File: config.mk
export PLATFORM = sky130hd
export DESIGN_NAME = axi_tmr_addr_voter
export DESIGN_NICKNAME = d
export VERILOG_FILES = /design/src/rtl/axi_tmr_addr_voter.sv
export SDC_FILE = /design/constraint.sdc
export NUM_CORES = 1
export LEC_CHECK = 0
export CORE_ASPECT_RATIO = 0.8
export CORE_UTILIZATION = 50
export CTS_CLUSTER_SIZE = 40
export DETAILED_ROUTE_END_ITERATION = 10
export PLACE_DENSITY = 0.87
export SYNTH_ARGS = -nofsm -noshare
export SYNTH_HDL_FRONTEND = slang
export SYNTH_SLANG_ARGS = --single-unit
File: constraint.sdc
create_clock -name clk -period 5.6 [get_ports clk]
set_input_delay 1.12 -clock clk [delete_from_list [all_inputs] [get_ports clk]]
set_output_delay 1.12 -clock clk [all_outputs]
set_load 0.02 [all_outputs]
File: src/rtl/axi_tmr_addr_voter.sv
// Address-channel front end that decodes each command on three replica lanes,
// majority-votes the {hit,select} word and forwards it or answers with a decode error.
module axi_tmr_addr_voter #(
    parameter int M_COUNT = 4,
    parameter int ADDR_WIDTH = 32,
    parameter int ID_WIDTH = 8,
    parameter logic [M_COUNT*ADDR_WIDTH-1:0] M_BASE_ADDR = '0,
    parameter logic [M_COUNT*32-1:0] M_ADDR_WIDTH = {M_COUNT{32'd24}},
    parameter logic [M_COUNT-1:0] M_SECURE = {M_COUNT{1'b0}},
    parameter int S_ACCEPT = 16,
    parameter int FAULT_THRESH = 3,
    parameter int CNT_W = 4,
    localparam int SEL_W = (M_COUNT > 1) ? $clog2(M_COUNT) : 1
) (
    input  logic                  clk,
    input  logic                  rst,
    input  logic [ID_WIDTH-1:0]   s_axi_aid,
    input  logic [ADDR_WIDTH-1:0] s_axi_aaddr,
    input  logic [2:0]            s_axi_aprot,
    input  logic                  s_axi_avalid,
    output logic                  s_axi_aready,
    output logic [ID_WIDTH-1:0]   m_axi_aid,
    output logic [ADDR_WIDTH-1:0] m_axi_aaddr,
    output logic [2:0]            m_axi_aprot,
    output logic [SEL_W-1:0]      m_select,
    output logic                  m_axi_avalid,
    input  logic                  m_axi_aready,
    output logic                  m_rc_valid,
    output logic                  m_rc_decerr,
    input  logic                  m_rc_ready,
    input  logic                  s_cpl_valid,
    input  logic [2:0]            inj_lane,
    input  logic                  fault_clr,
    output logic [2:0]            fault_sticky,
    output logic [2:0]            lane_failed,
    output logic [3*CNT_W-1:0]    fault_cnt,
    output logic                  degraded,
    output logic                  uncorr
);

    localparam int OUT_W = $clog2(S_ACCEPT + 1);
    localparam logic USE_DEFAULT_BASE = (M_BASE_ADDR == '0);
    localparam logic [CNT_W-1:0] THRESH_C = FAULT_THRESH[CNT_W-1:0];
    localparam logic [CNT_W-1:0] CNT_MAX = {CNT_W{1'b1}};

    typedef enum logic [1:0] {IDLE, VOTE, ISSUE, DECERR} state_t;

    state_t r_state;
    state_t w_nextState;

    logic [ID_WIDTH-1:0]   r_id;
    logic [ADDR_WIDTH-1:0] r_addr;
    logic [2:0]            r_prot;
    logic [SEL_W-1:0]      r_select;
    logic [SEL_W:0]        r_laneWord [3];
    logic [OUT_W-1:0]      r_outstanding;
    logic [CNT_W-1:0]      r_faultCnt [3];
    logic [2:0]            r_faultSticky;
    logic [2:0]            r_laneFailed;

    logic                  w_canAccept;
    logic                  w_accept;
    logic [SEL_W:0]        w_decoded;
    logic [2:0]            w_active;
    logic [1:0]            w_activeCnt;
    logic                  w_majValid;
    logic [SEL_W:0]        w_majWord;
    logic [2:0]            w_laneFault;
    logic [CNT_W-1:0]      w_cntNext [3];
    logic                  w_inc;
    logic                  w_dec;

    // Lowest-index region containing the address wins; a secure-only region
    // rejects non-secure accesses instead of falling through to the next master.
    function automatic logic [SEL_W:0] decode(input logic [ADDR_WIDTH-1:0] addr,
                                              input logic [2:0] prot);
        logic                  hit;
        logic                  found;
        logic [SEL_W-1:0]      sel;
        logic [ADDR_WIDTH-1:0] base;
        logic [ADDR_WIDTH-1:0] mask;
        int                    w;
        hit   = 1'b0;
        found = 1'b0;
        sel   = '0;
        for (int i = 0; i < M_COUNT; i++) begin
            w    = int'(M_ADDR_WIDTH[i*32 +: 32]);
            mask = {ADDR_WIDTH{1'b1}} << w;
            base = USE_DEFAULT_BASE ? (ADDR_WIDTH'(i) << w) : M_BASE_ADDR[i*ADDR_WIDTH +: ADDR_WIDTH];
            if (!found && ((addr & mask) == (base & mask))) begin
                found = 1'b1;
                sel   = SEL_W'(i);
                hit   = !(M_SECURE[i] && prot[1]);
            end
        end
        return {hit, sel};
    endfunction

    assign w_decoded   = decode(s_axi_aaddr, s_axi_aprot);
    assign w_canAccept = (r_outstanding < OUT_W'(S_ACCEPT));
    assign w_accept    = (r_state == IDLE) && s_axi_avalid && w_canAccept;
    assign w_active    = ~r_laneFailed;
    assign w_activeCnt = {1'b0, w_active[0]} + {1'b0, w_active[1]} + {1'b0, w_active[2]};
    assign degraded    = (w_activeCnt <= 2'd1);

    always_comb begin
        w_majValid = 1'b0;
        w_majWord  = r_laneWord[0];
        case (w_active)
            3'b111: begin
                if ((r_laneWord[0] == r_laneWord[1]) || (r_laneWord[0] == r_laneWord[2])) begin
                    w_majValid = 1'b1;
                    w_majWord  = r_laneWord[0];
                end else if (r_laneWord[1] == r_laneWord[2]) begin
                    w_majValid = 1'b1;
                    w_majWord  = r_laneWord[1];
                end
            end
            3'b011: begin
                w_majValid = (r_laneWord[0] == r_laneWord[1]);
                w_majWord  = r_laneWord[0];
            end
            3'b101: begin
                w_majValid = (r_laneWord[0] == r_laneWord[2]);
                w_majWord  = r_laneWord[0];
            end
            3'b110: begin
                w_majValid = (r_laneWord[1] == r_laneWord[2]);
                w_majWord  = r_laneWord[1];
            end
            3'b001: begin
                w_majValid = 1'b1;
                w_majWord  = r_laneWord[0];
            end
            3'b010: begin
                w_majValid = 1'b1;
                w_majWord  = r_laneWord[1];
            end
            3'b100: begin
                w_majValid = 1'b1;
                w_majWord  = r_laneWord[2];
            end
            default: begin
                w_majValid = 1'b0;
                w_majWord  = r_laneWord[0];
            end
        endcase
    end

    // Only lanes still voting can be blamed, and only when a majority exists.
    always_comb begin
        for (int k = 0; k < 3; k++) begin
            w_laneFault[k] = (r_state == VOTE) && w_majValid && w_active[k] &&
                             (r_laneWord[k] != w_majWord);
            w_cntNext[k]   = (r_faultCnt[k] == CNT_MAX) ? r_faultCnt[k] : r_faultCnt[k] + CNT_W'(1);
            fault_cnt[k*CNT_W +: CNT_W] = r_faultCnt[k];
        end
    end

    assign fault_sticky = r_faultSticky;
    assign lane_failed  = r_laneFailed;

    always_ff @(posedge clk or posedge rst) begin
        if (rst) begin
            r_state <= IDLE;
        end else begin
            r_state <= w_nextState;
        end
    end

    always_comb begin
        w_nextState  = r_state;
        s_axi_aready = 1'b0;
        m_axi_avalid = 1'b0;
        m_rc_valid   = 1'b0;
        m_rc_decerr  = 1'b0;
        uncorr       = 1'b0;
        case (r_state)
            IDLE: begin
                s_axi_aready = w_canAccept;
                if (s_axi_avalid && w_canAccept) begin
                    w_nextState = VOTE;
                end
            end
            VOTE: begin
                if (!w_majValid) begin
                    uncorr      = 1'b1;
                    w_nextState = DECERR;
                end else if (w_majWord[SEL_W]) begin
                    w_nextState = ISSUE;
                end else begin
                    w_nextState = DECERR;
                end
            end
            ISSUE: begin
                m_axi_avalid = 1'b1;
                if (m_axi_aready) begin
                    w_nextState = IDLE;
                end
            end
            DECERR: begin
                m_rc_valid  = 1'b1;
                m_rc_decerr = 1'b1;
                if (m_rc_ready) begin
                    w_nextState = IDLE;
                end
            end
            default: w_nextState = IDLE;
        endcase
    end

    // Replica k sees inj_lane[k] as a flipped select LSB, emulating an upset in that lane.
    always_ff @(posedge clk or posedge rst) begin
        if (rst) begin
            r_id     <= '0;
            r_addr   <= '0;
            r_prot   <= '0;
            r_select <= '0;
            for (int k = 0; k < 3; k++) begin
                r_laneWord[k] <= '0;
            end
        end else begin
            if (w_accept) begin
                r_id   <= s_axi_aid;
                r_addr <= s_axi_aaddr;
                r_prot <= s_axi_aprot;
                for (int k = 0; k < 3; k++) begin
                    r_laneWord[k] <= w_decoded ^ {{SEL_W{1'b0}}, inj_lane[k]};
                end
            end
            if ((r_state == VOTE) && w_majValid) begin
                r_select <= w_majWord[SEL_W-1:0];
            end
        end
    end

    assign m_axi_aid   = r_id;
    assign m_axi_aaddr = r_addr;
    assign m_axi_aprot = r_prot;
    assign m_select    = r_select;

    assign w_inc = (r_state == ISSUE) && m_axi_aready;
    assign w_dec = s_cpl_valid && (r_outstanding != '0);

    always_ff @(posedge clk or posedge rst) begin
        if (rst) begin
            r_outstanding <= '0;
        end else if (w_inc && !w_dec) begin
            r_outstanding <= r_outstanding + OUT_W'(1);
        end else if (w_dec && !w_inc) begin
            r_outstanding <= r_outstanding - OUT_W'(1);
        end
    end

    always_ff @(posedge clk or posedge rst) begin
        if (rst) begin
            r_faultSticky <= '0;
            r_laneFailed  <= '0;
            for (int k = 0; k < 3; k++) begin
                r_faultCnt[k] <= '0;
            end
        end else if (fault_clr) begin
            r_faultSticky <= '0;
            r_laneFailed  <= '0;
            for (int k = 0; k < 3; k++) begin
                r_faultCnt[k] <= '0;
            end
        end else begin
            for (int k = 0; k < 3; k++) begin
                if (w_laneFault[k]) begin
                    r_faultCnt[k]    <= w_cntNext[k];
                    r_faultSticky[k] <= 1'b1;
                    if (w_cntNext[k] >= THRESH_C) begin
                        r_laneFailed[k] <= 1'b1;
                    end
                end
            end
        end
    end

endmodule

==> results.ini <==
[run_status]
status = finished clean

[yosys]
async_flop_share_pct = 100
avgSynthCellArea_sq_um = 9.12
synthCells = 409
synth_nets = 471
synth-edff-count = 0
yosys_most_used_dff = dfrtp_1
synth_seq_area_share_pct = 50.3
ys_seq_elements = 75
yosys.cell_types.count = 64
synth_area_sq_mm = 0.00373
ys_warn_count = 0

[die]
fp-row-count = 27
die_h_microns = 79.3
die-area_sq_mm = 0.00781
initial_utilization_pct = 52.8
die_w_microns = 98.6
core-area_sq_mm = 0.00706
ios = 122

[critical_path]
worstPathRequired_ps = 4480
critPathMaxFanout = 12
worstSetupPathType = flip-flop to output pin
worstPathArrival_ps = 2430
start_kind = flip-flop
worstSetupEndpointType = output pin

[routing]
wirelength_mm = 9.20
dr.pass1.iters = 4
drtIter0Drc = 172
ant_nets = 0
dr_wl_met2_mm = 4.25
drt-met1-wl_mm = 4.04
vias_per_cell = 5.37
num_vias = 3305
wl_met3_microns = 871
top_layer = met4
drcViolationCount = 0
wl_per_cell_microns = 14.9

[power_and_ir_drop]
p_per_area_mw_per_mm2 = 498
cellLeakagePower_uw = 0.00240
irDropWorstVdd_v = 0.000282

[cts]
insertion_delay_ps = 340
cts_buffer_depth = 2
clockRootBuffer = clkbuf_8
htree_num_levels = 3
path_clk_slew_ps = 80
cts_sinks = 75
holdBufCountCts = 0
cts_tree = done
postCtsSetupBuffers = 0
cts_buffers = 9
ctsResizeCount = 0

[cells_and_area]
finalInstanceArea_sq_mm = 0.00521
nFillCells = 516
mostFrequentLayoutCells = nand2_1 (144), clkdlybuf4s50_1 (121), dfrtp_1 (75), nor2_1 (17), a21oi_1 (16)
drive_gt1_share_pct = 6.81
syn2layout_area_growth_pct = 39.6
layout.nets = 586
layout_commonest_cell = nand2_1
diodes = 0

[place]
port_buffers = 121
routabilityCongestion = 0.871
placed_cell_area_sq_mm = 0.00498
dp_hpwl_mm = 6.49

[sta]
setup_viol = 0
period_share_pct = 63.3
worstMarginPinSlew_ps = 1020
rsz0062_at_grt = no
slew_viol_final = 0
finalSetupTns_ps = 0
hold_viol = 0
fin_hold_ws_ps = 477
clock_skew_ps = 11.6
maxSlewHeadroom_pct = 31.6
timing.fmax_ghz = 0.282
min_period_ps = 3550

[global_routing]
grt_usage_pct = 25.3
antenna_found_initial = 0
grt_pass1_vias = 3248
overflow = 0
grt_max_degree = 50
grt_pass1_wl_mm = 15.6

[min_path]
hp-class = flip-flop to flip-flop

[job]
cap_violations = 0

worst max-delay path, cell delays in order (launching register included):
cell and delay, ps:
dfrtp_1 520, or2_2 330, o211ai_1 330, nand2_1 170, nor2_1 130, clkdlybuf4s50_1 620
registers in the layout, summed over array words and instances, names as in the netlist:
name and flops:
m_axi_aaddr 32, fault_cnt 12, m_axi_aid 8, r_laneWord 5, r_outstanding 5, fault_sticky 3, lane_failed 3, m_axi_aprot 3
m_select 2, r_state 2
final cells by class:
cell class / count / area, sq um / area share (%)
Inverter: 12 / 45.0 / 0.865
Clock buffer: 10 / 138 / 2.64
Timing Repair Buffer: 124 / 1230 / 23.7
Tap cell: 87 / 109 / 2.09
Sequential cell: 75 / 1880 / 36.0
Clock inverter: 6 / 93.8 / 1.80
Multi-Input combinational cell: 302 / 1710 / 32.9
per-stage QoR:
stage	utilization [%]	total power [uW]	instances	worst slack (ps)
global placement	70.5	2080	600	2410
CTS	73.8	2610	616	2030
floorplan	-	1620	409	2570
finish	73.8	2600	616	2050
detailed placement	70.5	2120	600	2390
global route	73.8	2770	616	1900
cells in the mapped netlist, drive strengths merged, types with 3 or more instances:
cell      n  area (sq um)
nand2   144           541
dfrtp    75          1880
a21oi    18          97.6
nor2     17          63.8
clkbuf   13          48.8
inv      12          45.0
o21ai    12          60.1
nand3    10          50.1
ha        8           100
nor2b     8          57.6
buf       7          47.5
xor2      7          68.8
nand2b    6          37.5
a21o      5          37.5
xnor2     5          43.8
nor3b     4          30.0
a311oi    3          43.8
and2      3          18.8
and3      3          18.8
mux2      3          33.8
nand4     3          18.8
nor3      3          15.0
o211ai    3          22.5
where the power goes:
| part | internal (uW) | switching [uW] |
|---|---|---|
| clock | 268 | 210 |
| combinational | 561 | 662 |
| sequential | 737 | 158 |
| total | 1570 | 1030 |
layer usage:
metal,global-route usage [%],vias up
met1,32.3,1576
met4,5.82,0
li1,-,1601
met5,0,-
met2,40.4,121
met3,10.6,7
worst paths after layout:
check | from | to | slack, ps | cells past startpoint
max in group asynchronous | rst | lane_failed[0] | 3310 | 3
min reg2reg | m_axi_aprot[2] | m_axi_aprot[2] | 480 | 2
max | lane_failed[0] | uncorr | 2050 | 5
max reg2reg | r_outstanding[1] | r_outstanding[4] | 2960 | 10
min | m_axi_aprot[2] | m_axi_aprot[2] | 480 | 2
min in group asynchronous | rst | fault_cnt[0] | 1350 | 2
logic make-up (layout without fill, tap and decap cells):
logic type	count (synthesis)	count (layout)	synth area share (%)
simple gates	211	211	25.1
flops	75	75	50.3
compound gates	65	65	13.1
buf+inv	32	152	3.79
xor+xnor	12	12	3.02
fa+ha+maj	9	9	3.22
mux	5	5	1.44
(Power assumes the default switching activity.)
